[src/rtl/arithmetic_mul_seq.sv]
// -----------------------------------------------------------------------------
// arithmetic_mul_seq
//
// Sequential signed multiplier using Booth recoding. The 2*WIDTH product uses
// the same {HI, LO} layout as the datapath divider, so it can be written
// straight into the HI/LO registers.
//
// Build option:
//   MUL_BIT_PAIR_EN  - when defined, radix-4 (bit-pair) recoding retires two
//                      multiplier bits per clock (WIDTH/2 steps). When left
//                      undefined, radix-2 Booth retires one bit per clock
//                      (WIDTH steps).
//
// Parameters:
//   WIDTH   operand width in bits (even, >= 4); product is 2*WIDTH bits
//
// Ports:
//   clock    in   rising-edge clock
//   clear_n  in   asynchronous active-low reset; abandons any operation
//   start    in   operation request, sampled only while idle
//   in_a     in   multiplicand M, two's complement, latched on accepted start
//   in_b     in   multiplier Q, two's complement, latched on accepted start
//   busy     out  high while an operation is running or completing
//   done     out  one-cycle pulse, result valid
//   result   out  signed product {HI, LO}; held until the next completion
// -----------------------------------------------------------------------------
module arithmetic_mul_seq #(
    parameter int WIDTH = 32
) (
    input  logic                 clock,
    input  logic                 clear_n,
    input  logic                 start,
    input  logic [WIDTH-1:0]     in_a,
    input  logic [WIDTH-1:0]     in_b,
    output logic                 busy,
    output logic                 done,
    output logic [2*WIDTH-1:0]   result
);

`ifdef MUL_BIT_PAIR_EN
    // Two guard bits so that A +/- 2M cannot wrap.
    localparam int AW    = WIDTH + 2;
    localparam int STEPS = WIDTH / 2;
`else
    // One guard bit covers M = -2^(WIDTH-1).
    localparam int AW    = WIDTH + 1;
    localparam int STEPS = WIDTH;
`endif
    localparam int            CW        = $clog2(WIDTH) + 1;
    localparam logic [CW-1:0] LAST_STEP = CW'(STEPS - 1);

    typedef enum logic [1:0] {
        S_IDLE = 2'b00,
        S_RUN  = 2'b01,
        S_DONE = 2'b10
    } state_t;

    state_t state, state_nxt;

    // Control strobes decoded from the state.
    logic load;
    logic step;
    logic finish;

    // Datapath registers.
    logic signed [WIDTH:0]   m_reg;
    logic signed [AW-1:0]    acc;
    logic [WIDTH-1:0]        q_reg;
    logic                    q_m1;
    logic [CW-1:0]           cnt;

    // Next-step values.
    logic signed [AW-1:0]    m_ext;
    logic signed [AW-1:0]    sum;
    logic signed [AW-1:0]    acc_nxt;
    logic [WIDTH-1:0]        q_nxt;
    logic                    q_m1_nxt;
    logic [2*WIDTH-1:0]      prod_nxt;

    // -------------------------------------------------------------------------
    // Booth add/subtract selection
    // -------------------------------------------------------------------------
    // Radix-2: {Q[0], q-1} selects 0, +M or -M.
    function automatic logic signed [AW-1:0] booth_r2(
        input logic signed [AW-1:0] a,
        input logic signed [AW-1:0] m,
        input logic [1:0]           sel
    );
        case (sel)
            2'b01:   return a + m;
            2'b10:   return a - m;
            default: return a;
        endcase
    endfunction

    // Radix-4: {Q[1], Q[0], q-1} selects 0, +/-M or +/-2M.
    function automatic logic signed [AW-1:0] booth_r4(
        input logic signed [AW-1:0] a,
        input logic signed [AW-1:0] m,
        input logic [2:0]           sel
    );
        logic signed [AW-1:0] m2;
        m2 = {m[AW-2:0], 1'b0};
        case (sel)
            3'b001, 3'b010: return a + m;
            3'b011:         return a + m2;
            3'b100:         return a - m2;
            3'b101, 3'b110: return a - m;
            default:        return a;
        endcase
    endfunction

`ifdef MUL_BIT_PAIR_EN
    assign m_ext    = {m_reg[WIDTH], m_reg};
    assign sum      = booth_r4(acc, m_ext, {q_reg[1:0], q_m1});
    // Arithmetic shift of {A, Q, q-1} right by two.
    assign acc_nxt  = {{2{sum[AW-1]}}, sum[AW-1:2]};
    assign q_nxt    = {sum[1:0], q_reg[WIDTH-1:2]};
    assign q_m1_nxt = q_reg[1];
`else
    assign m_ext    = m_reg;
    assign sum      = booth_r2(acc, m_ext, {q_reg[0], q_m1});
    // Arithmetic shift of {A, Q, q-1} right by one.
    assign acc_nxt  = {sum[AW-1], sum[AW-1:1]};
    assign q_nxt    = {sum[0], q_reg[WIDTH-1:1]};
    assign q_m1_nxt = q_reg[0];
`endif

    // After the last step the low 2*WIDTH bits of {A, Q} hold the exact
    // product; the guard bits above are only sign copies.
    assign prod_nxt = {acc_nxt[WIDTH-1:0], q_nxt};

    // -------------------------------------------------------------------------
    // Control FSM: state register
    // -------------------------------------------------------------------------
    always_ff @(posedge clock or negedge clear_n) begin
        if (!clear_n) begin
            state <= S_IDLE;
        end else begin
            state <= state_nxt;
        end
    end

    // -------------------------------------------------------------------------
    // Control FSM: next state and outputs
    // -------------------------------------------------------------------------
    always_comb begin
        state_nxt = state;
        busy      = 1'b0;
        done      = 1'b0;
        load      = 1'b0;
        step      = 1'b0;
        finish    = 1'b0;
        case (state)
            S_IDLE: begin
                if (start) begin
                    load      = 1'b1;
                    state_nxt = S_RUN;
                end
            end
            S_RUN: begin
                busy = 1'b1;
                step = 1'b1;
                if (cnt == LAST_STEP) begin
                    finish    = 1'b1;
                    state_nxt = S_DONE;
                end
            end
            S_DONE: begin
                busy      = 1'b1;
                done      = 1'b1;
                state_nxt = S_IDLE;
            end
            default: begin
                state_nxt = S_IDLE;
            end
        endcase
    end

    // -------------------------------------------------------------------------
    // Iteration datapath
    // -------------------------------------------------------------------------
    always_ff @(posedge clock or negedge clear_n) begin
        if (!clear_n) begin
            m_reg <= '0;
            acc   <= '0;
            q_reg <= '0;
            q_m1  <= 1'b0;
            cnt   <= '0;
        end else if (load) begin
            m_reg <= {in_a[WIDTH-1], in_a};
            acc   <= '0;
            q_reg <= in_b;
            q_m1  <= 1'b0;
            cnt   <= '0;
        end else if (step) begin
            acc   <= acc_nxt;
            q_reg <= q_nxt;
            q_m1  <= q_m1_nxt;
            cnt   <= cnt + CW'(1);
        end
    end

    // -------------------------------------------------------------------------
    // Result register: updated only on completion, so a new start leaves the
    // previous product visible until the next one is ready.
    // -------------------------------------------------------------------------
    always_ff @(posedge clock or negedge clear_n) begin
        if (!clear_n) begin
            result <= '0;
        end else if (finish) begin
            result <= prod_nxt;
        end
    end

endmodule

[config.mk]
export PLATFORM = sky130hd
export DESIGN_NAME = arithmetic_mul_seq
export DESIGN_NICKNAME = d
export VERILOG_FILES = /design/src/rtl/arithmetic_mul_seq.sv
export SDC_FILE = /design/constraint.sdc
export NUM_CORES = 1
export LEC_CHECK = 0
export ABC_AREA = 0
export CAP_MARGIN = 10
export CORE_ASPECT_RATIO = 0.9
export CORE_UTILIZATION = 30
export DETAILED_ROUTE_END_ITERATION = 10
export PLACE_DENSITY_LB_ADDON = 0.1
export SLEW_MARGIN = 20
export SYNTH_ARGS = -nofsm -noshare
export SYNTH_HDL_FRONTEND = slang
export SYNTH_SLANG_ARGS = --single-unit
[constraint.sdc]
create_clock -name clock -period 9.1 [get_ports clock]
set_input_delay 2.275 -clock clock [delete_from_list [all_inputs] [get_ports clock]]
set_output_delay 2.275 -clock clock [all_outputs]
set_load 0.005 [all_outputs]
==> results.py, run 1 <==
metrics = {
    "timing": {
        "timing.final.crit_share_pct": 52.5,
        "drv_slew": 0,
        "fin_crit_ns": 4.77,
        "max_slew_margin_pct": 34.6,
        "skew_ns": 0.0120,
        "hold_violations": 0,
        "fin_tns_setup_ns": 0,
        "setup_viol": 0,
        "rsz0062_at_grt": "no",
        "max_freq_ghz": 0.209,
        "worst_pin_slew_ns": 0.981,
    },
    "clock_tree": {
        "cts.clk_slew.worst_paths_ns": 0.07,
        "cts-root-buf": "clkbuf_16",
        "clock_sinks": 169,
        "cts_buffer_depth": 2,
        "htreeDepth": 4,
        "ctsHoldBuffers": 0,
        "cts_resized": 0,
        "clk_latency_ns": 0.44,
        "cts_setup_buffers": 0,
        "cts_buffers": 17,
        "cts_tree": "built",
    },
    "critical_path": {
        "startpoint": "m_ext[3]",
        "crit_path_end_kind": "flip-flop",
        "crit_required_ns": 9.38,
        "crit_fanout": 6,
        "crit_arrival_ns": 5.06,
        "startpoint_type": "flip-flop",
        "critPathCapture": "result[60]",
        "r2r-end": "result[60]",
        "rrSetupSlack_ns": 4.33,
        "r2r_start": "m_ext[3]",
        "crit_type": "flip-flop to flip-flop",
        "slowest_stage": "nor3_1",
        "cp_slowest_stage_delay_ns": 0.47,
        "cp_cell_sequence": "nor3_1 > nand3_1 > nor2_1 > nand3_1 > nor4_1 > and2_1 > a21oi_1 > xnor2_1 > ha_1 > a21o_1 > a2111oi_0 > nor3_1 > nor4_1 > nor2_1 > xor2_1 > mux2i_1 > o21ai_0",
        "r2r_cells": 17,
    },
    "cells_and_area": {
        "area_growth_syn_to_layout_pct": 24.5,
        "final_nets": 1288,
        "diodes": 0,
        "final_util_pct": 37.9,
        "nFillCells": 3211,
        "largest_register_ffs": 64,
        "top_register": "result",
        "drive_gt1_share_pct": 4.94,
        "stdcell_count": 1603,
    },
    "synth": {
        "ys_ff_latch": 169,
        "ys_seq_area_share_pct": 45.1,
        "synthFlopType": "dfrtp_1",
        "ys_async_sr_fraction_pct": 100,
        "synth.distinct_cells": 62,
        "syn-cell-area_sq_um": 9380,
        "synth_nets": 1192,
        "synthCells": 1085,
        "syn_avg_cell_area_sq_um": 8.65,
        "synth-edff-count": 0,
        "yosysWarnings": 0,
    },
    "min_path": {
        "hold_path.class": "flip-flop to flip-flop",
    },
    "power_and_ir_drop": {
        "vdd_drop_max_uv": 151,
        "finalPower_w": 0.00475,
        "p_leak_nw": 5.29,
        "pwr_density_cell_nw_per_um2": 406,
    },
    "floorplanning": {
        "rows": 61,
        "ioPinCount": 133,
        "chipWidth_um": 188,
        "die_area_sq_um": 32000,
        "design.core.area_sq_um": 30800,
        "start_util_pct": 30.4,
        "die_y_um": 170,
    },
    "routing": {
        "vias": 7756,
        "wl_per_cell_um": 15.9,
        "drt_iter0_drc": 497,
        "ant_nets": 0,
        "drc_errors": 0,
        "dr.pass1.iters": 5,
        "routed_wl_mm": 25.5,
        "viasPerCell": 4.84,
    },
    "placed_design": {
        "place_hpwl_mm": 17.2,
        "port_buffers": 132,
        "gp_congestion": 0.821,
        "dp.cells": 1570,
    },
    "grt": {
        "grt_max_degree": 96,
        "antenna_found_initial": 0,
        "overflow": 0,
        "grt_usage_pct": 16.7,
        "grt_pass1_vias": 7642,
        "grt_pass1_wl_mm": 42.0,
    },
    "outcome": {
        "status": "finished, final reports clean",
    },
    "run": {
        "max_cap_viol_count": 0,
    },
}
[cells in the mapped netlist, types with 2 or more instances]
cell type / number / share of area, %
nand2_1: 279 / 11
dfrtp_1: 169 / 45
o21ai_0: 103 / 5.5
a21oi_1: 79 / 4.2
nor2_1: 78 / 3.1
clkbuf_1: 50 / 2.0
mux2i_1: 47 / 5.0
xnor2_1: 45 / 4.2
ha_1: 39 / 5.2
nor3_1: 19 / 1.0
inv_1: 18 / 0.72
xor2_1: 14 / 1.3
a211oi_1: 13 / 1.0
a31oi_1: 13 / 0.87
a21o_1: 10 / 0.80
nand2b_1: 10 / 0.67
and2_1: 7 / 0.47
buf_1: 7 / 0.28
nand3_1: 7 / 0.37
nor2b_1: 7 / 0.47
o21a_1: 5 / 0.40
o31ai_1: 5 / 0.40
nand4_1: 4 / 0.27
nor4_1: 4 / 0.27
or3_1: 4 / 0.27
and3_1: 3 / 0.20
mux2_2: 3 / 0.36
o21ai_1: 3 / 0.16
a21boi_0: 2 / 0.16
a221oi_1: 2 / 0.19
buf_2: 2 / 0.11
o211a_1: 2 / 0.21
o31a_1: 2 / 0.19
or2_2: 2 / 0.13
[logic make-up after synthesis]
logic type / count (synthesis) / share of synthesized area, %
and+or+nand+nor: 435 / 19.6
DFF: 169 / 45.1
muxes: 50 / 5.37
adders and majority gates: 40 / 5.41
xor gates and xnor gates: 59 / 5.51
buffers and inverters: 78 / 3.23
AOI/OAI and AO/OA: 254 / 15.8
[worst min path at each step]
stage | startpoint | endpoint | cells after the start
floorplan | q_reg[31] | result[30] | 2
global placement | result[0] | result[0] | 2
detailed placement | result[19] | result[19] | 2
CTS | result[19] | result[19] | 2
global route | result[55] | result[55] | 2
finish | result[5] | result[5] | 2
[power breakdown]
| group | total [W] | switching [W] | internal, W |
|---|---|---|---|
| registers | 0.00120 | 0.000223 | 0.000974 |
| clock network | 0.000773 | 0.000356 | 0.000416 |
| logic | 0.00278 | 0.00163 | 0.00115 |
| total | 0.00475 | 0.00220 | 0.00254 |
[metal layers]
metal | routed length (um) | vias to the layer above | track usage (%)
li1 | - | 3898 | -
met1 | 12700 | 3715 | 23.3
met2 | 11700 | 128 | 26.4
met3 | 915 | 15 | 3.29
met4 | 237 | 0 | 4.24
met5 | 0 | - | 0
[final cells by class]
type / instances / area (sq um) / share of cell area, %
clock buffers: 17 / 425 / 3.64
clock inverters: 15 / 188 / 1.61
inverters: 18 / 67.6 / 0.578
multi-input cells: 838 / 4880 / 41.8
flip-flops and latches: 169 / 4230 / 36.2
well taps: 409 / 512 / 4.38
repair buffers: 137 / 1380 / 11.8
[cell usage in the layout, fill, tap and decap left out, drive strengths merged, types with 13 or more instances in the layout]
| cell type | n |
|---|---|
| a211oi | 14 |
| a21oi | 79 |
| a31oi | 13 |
| clkbuf | 17 |
| clkdlybuf4s50 | 131 |
| dfrtp | 169 |
| ha | 39 |
| inv | 24 |
| mux2i | 47 |
| nand2 | 279 |
| nor2 | 78 |
| nor3 | 19 |
| o21ai | 106 |
| xnor2 | 45 |
| xor2 | 14 |
[stage by stage]
step	hold slack (ns)	setup slack [ns]	cell area (sq um)
2_1_floorplan	0.455	4.98	9380
3_3_place_gp	0.460	4.52	11000
3_5_place_dp	0.461	4.39	11000
4_1_cts	0.481	4.38	11700
5_1_grt	0.507	3.80	11700
6_report	0.472	4.33	11700
[worst max-delay path, delay by kind of cell (launching register included)]
kind	cells	cell delay (ns)
XOR/XNOR	2	0.32
flip-flops	1	0.42
AO/OA/AOI/OAI	4	0.79
adder cells (fa/ha/maj)	1	0.35
multiplexers	1	0.16
AND/OR/NAND/NOR	9	2.57
Power figures use the tool's default switching activity.
==> run 2, diff against run 1 <==
clock period = 4.8 ns   (was 9.1 ns; I/O delays follow)
==> results.py, run 2 (synthesized netlist as in run 1, its figures left out) <==
metrics = {
    "timing": {
        "max_slew_margin_pct": 32.2,
        "worst_pin_slew_ns": 1.02,
        "rsz0062_at_grt": "no",
        "drv_slew": 0,
        "hold_violations": 0,
        "fin_tns_setup_ns": 0,
        "whs_ns": 0.471,
        "max_freq_ghz": 0.226,
        "timing.final.crit_share_pct": 92.3,
        "skew_ns": 0.00842,
        "fin_crit_ns": 4.43,
        "setup_viol": 0,
    },
    "routing": {
        "vias": 7717,
        "drt_iter0_drc": 384,
        "ant_nets": 0,
        "viasPerCell": 4.80,
        "routed_wl_mm": 25.5,
        "drc_errors": 0,
        "dr.pass1.iters": 4,
        "wl_per_cell_um": 15.8,
    },
    "critical_path": {
        "r2r_start": "m_ext[9]",
        "rrSetupSlack_ns": 0.37,
        "crit_required_ns": 5.15,
        "startpoint_type": "flip-flop",
        "startpoint": "m_ext[9]",
        "crit_arrival_ns": 4.78,
        "crit_fanout": 5,
        "crit_type": "flip-flop to flip-flop",
        "crit_path_end_kind": "flip-flop",
    },
    "min_path": {
        "hp-start": "result[5]",
        "hold_path.class": "flip-flop to flip-flop",
    },
    "cells_and_area": {
        "mostFrequentLayoutCell": "nand2_1",
        "drive_gt1_share_pct": 5.50,
        "top_register": "result",
        "diodes": 0,
        "area_growth_syn_to_layout_pct": 25.0,
        "final_cell_mix": "277 x nand2_1, 169 x dfrtp_1, 131 x clkdlybuf4s50_1",
        "largest_register_ffs": 64,
        "final_nets": 1294,
    },
    "power_and_ir_drop": {
        "vdd_drop_max_uv": 316,
        "finalPower_w": 0.00899,
        "pwr_density_cell_nw_per_um2": 767,
        "p_leak_nw": 5.31,
    },
    "floorplanning": {
        "die_y_um": 170,
        "start_util_pct": 30.4,
        "design.core.area_sq_um": 30800,
        "chipWidth_um": 188,
        "rows": 61,
        "ioPinCount": 133,
        "die_area_sq_um": 32000,
    },
    "placed_design": {
        "port_buffers": 132,
        "place_hpwl_mm": 17.6,
        "gp_congestion": 0.805,
    },
    "grt": {
        "grt_pass1_vias": 7681,
        "grt_usage_pct": 16.4,
        "grt_pass1_wl_mm": 41.2,
        "overflow": 0,
        "antenna_found_initial": 0,
        "grt_max_degree": 87,
    },
    "clock_tree": {
        "htreeDepth": 4,
        "cts_resized": 0,
        "clock_sinks": 169,
        "cts_buffers": 17,
        "cts.clk_slew.worst_paths_ns": 0.07,
        "cts_buffer_depth": 2,
        "ctsHoldBuffers": 0,
        "clk_latency_ns": 0.43,
        "cts_tree": "built",
        "cts_setup_buffers": 0,
        "cts-root-buf": "clkbuf_16",
    },
    "outcome": {
        "status": "finished, final reports clean",
    },
    "run": {
        "max_cap_viol_count": 0,
    },
}
==> run 2: cell count changes in the layout (fill, tap and decap cells not counted), sizes merged <==
cell and change:
buf +6, clkbuf +5, clkinv -1, clkinvlp +1
inv -5
==> run 2: cell type report <==
type                       count  area (sq um)
clock buffer                  22           464
tap                          409           512
sequential                   169          4230
fill                        3256         19100
clock inverter                10           118
timing repair buffer         143          1430
inverter                      18          67.6
multi-input combinational    838          4910
==> run 2: final timing paths <==
path | to | cells past startpoint
min in group asynchronous | acc[26] | 1
max in group asynchronous | result[24] | 2
max reg2reg | result[63] | 17
min reg2reg | result[5] | 2
min | result[5] | 2
max | result[63] | 17
==> run 2: report_power, final <==
part / switching [W] / internal (W)
registers: 0.000432 / 0.00185
logic: 0.00308 / 0.00224
clock network: 0.000606 / 0.000796
==> run 2: critical path, cell delays in order, from the launching register on <==
cell	delay (ns)
dfrtp_1	0.43
or4_4	0.57
nor4_4	0.16
and2b_4	0.20
nand3_1	0.17
nor4_4	0.24
a21oi_1	0.13
xnor2_1	0.21
ha_1	0.28
a21o_1	0.20
a21o_1	0.18
a21oi_1	0.21
o21ai_0	0.15
or3b_2	0.47
o221ai_2	0.16
xor2_1	0.13
or3_1	0.31
a31oi_1	0.16
==> run 2: layer usage <==
metal	up-vias	wire length [um]	part of all wire (%)	GRT usage (%)
met4	0	246	0.97	4.24
met5	-	0	0	0
li1	3909	-	-	-
met2	112	11600	46	26.3
met3	13	762	3.0	3.16
met1	3683	12800	50	22.5
==> run 2: stage by stage <==
stage	setup slack [ns]	util, %	instance area (sq um)	cells
finish	0.370	38.0	11700	1609
global route	0.0292	38.0	11700	1609
CTS	0.164	37.9	11700	1609
detailed placement	0.191	36.1	11100	1577
global placement	0.242	36.1	11100	1577
floorplan	0.678	-	9380	1085
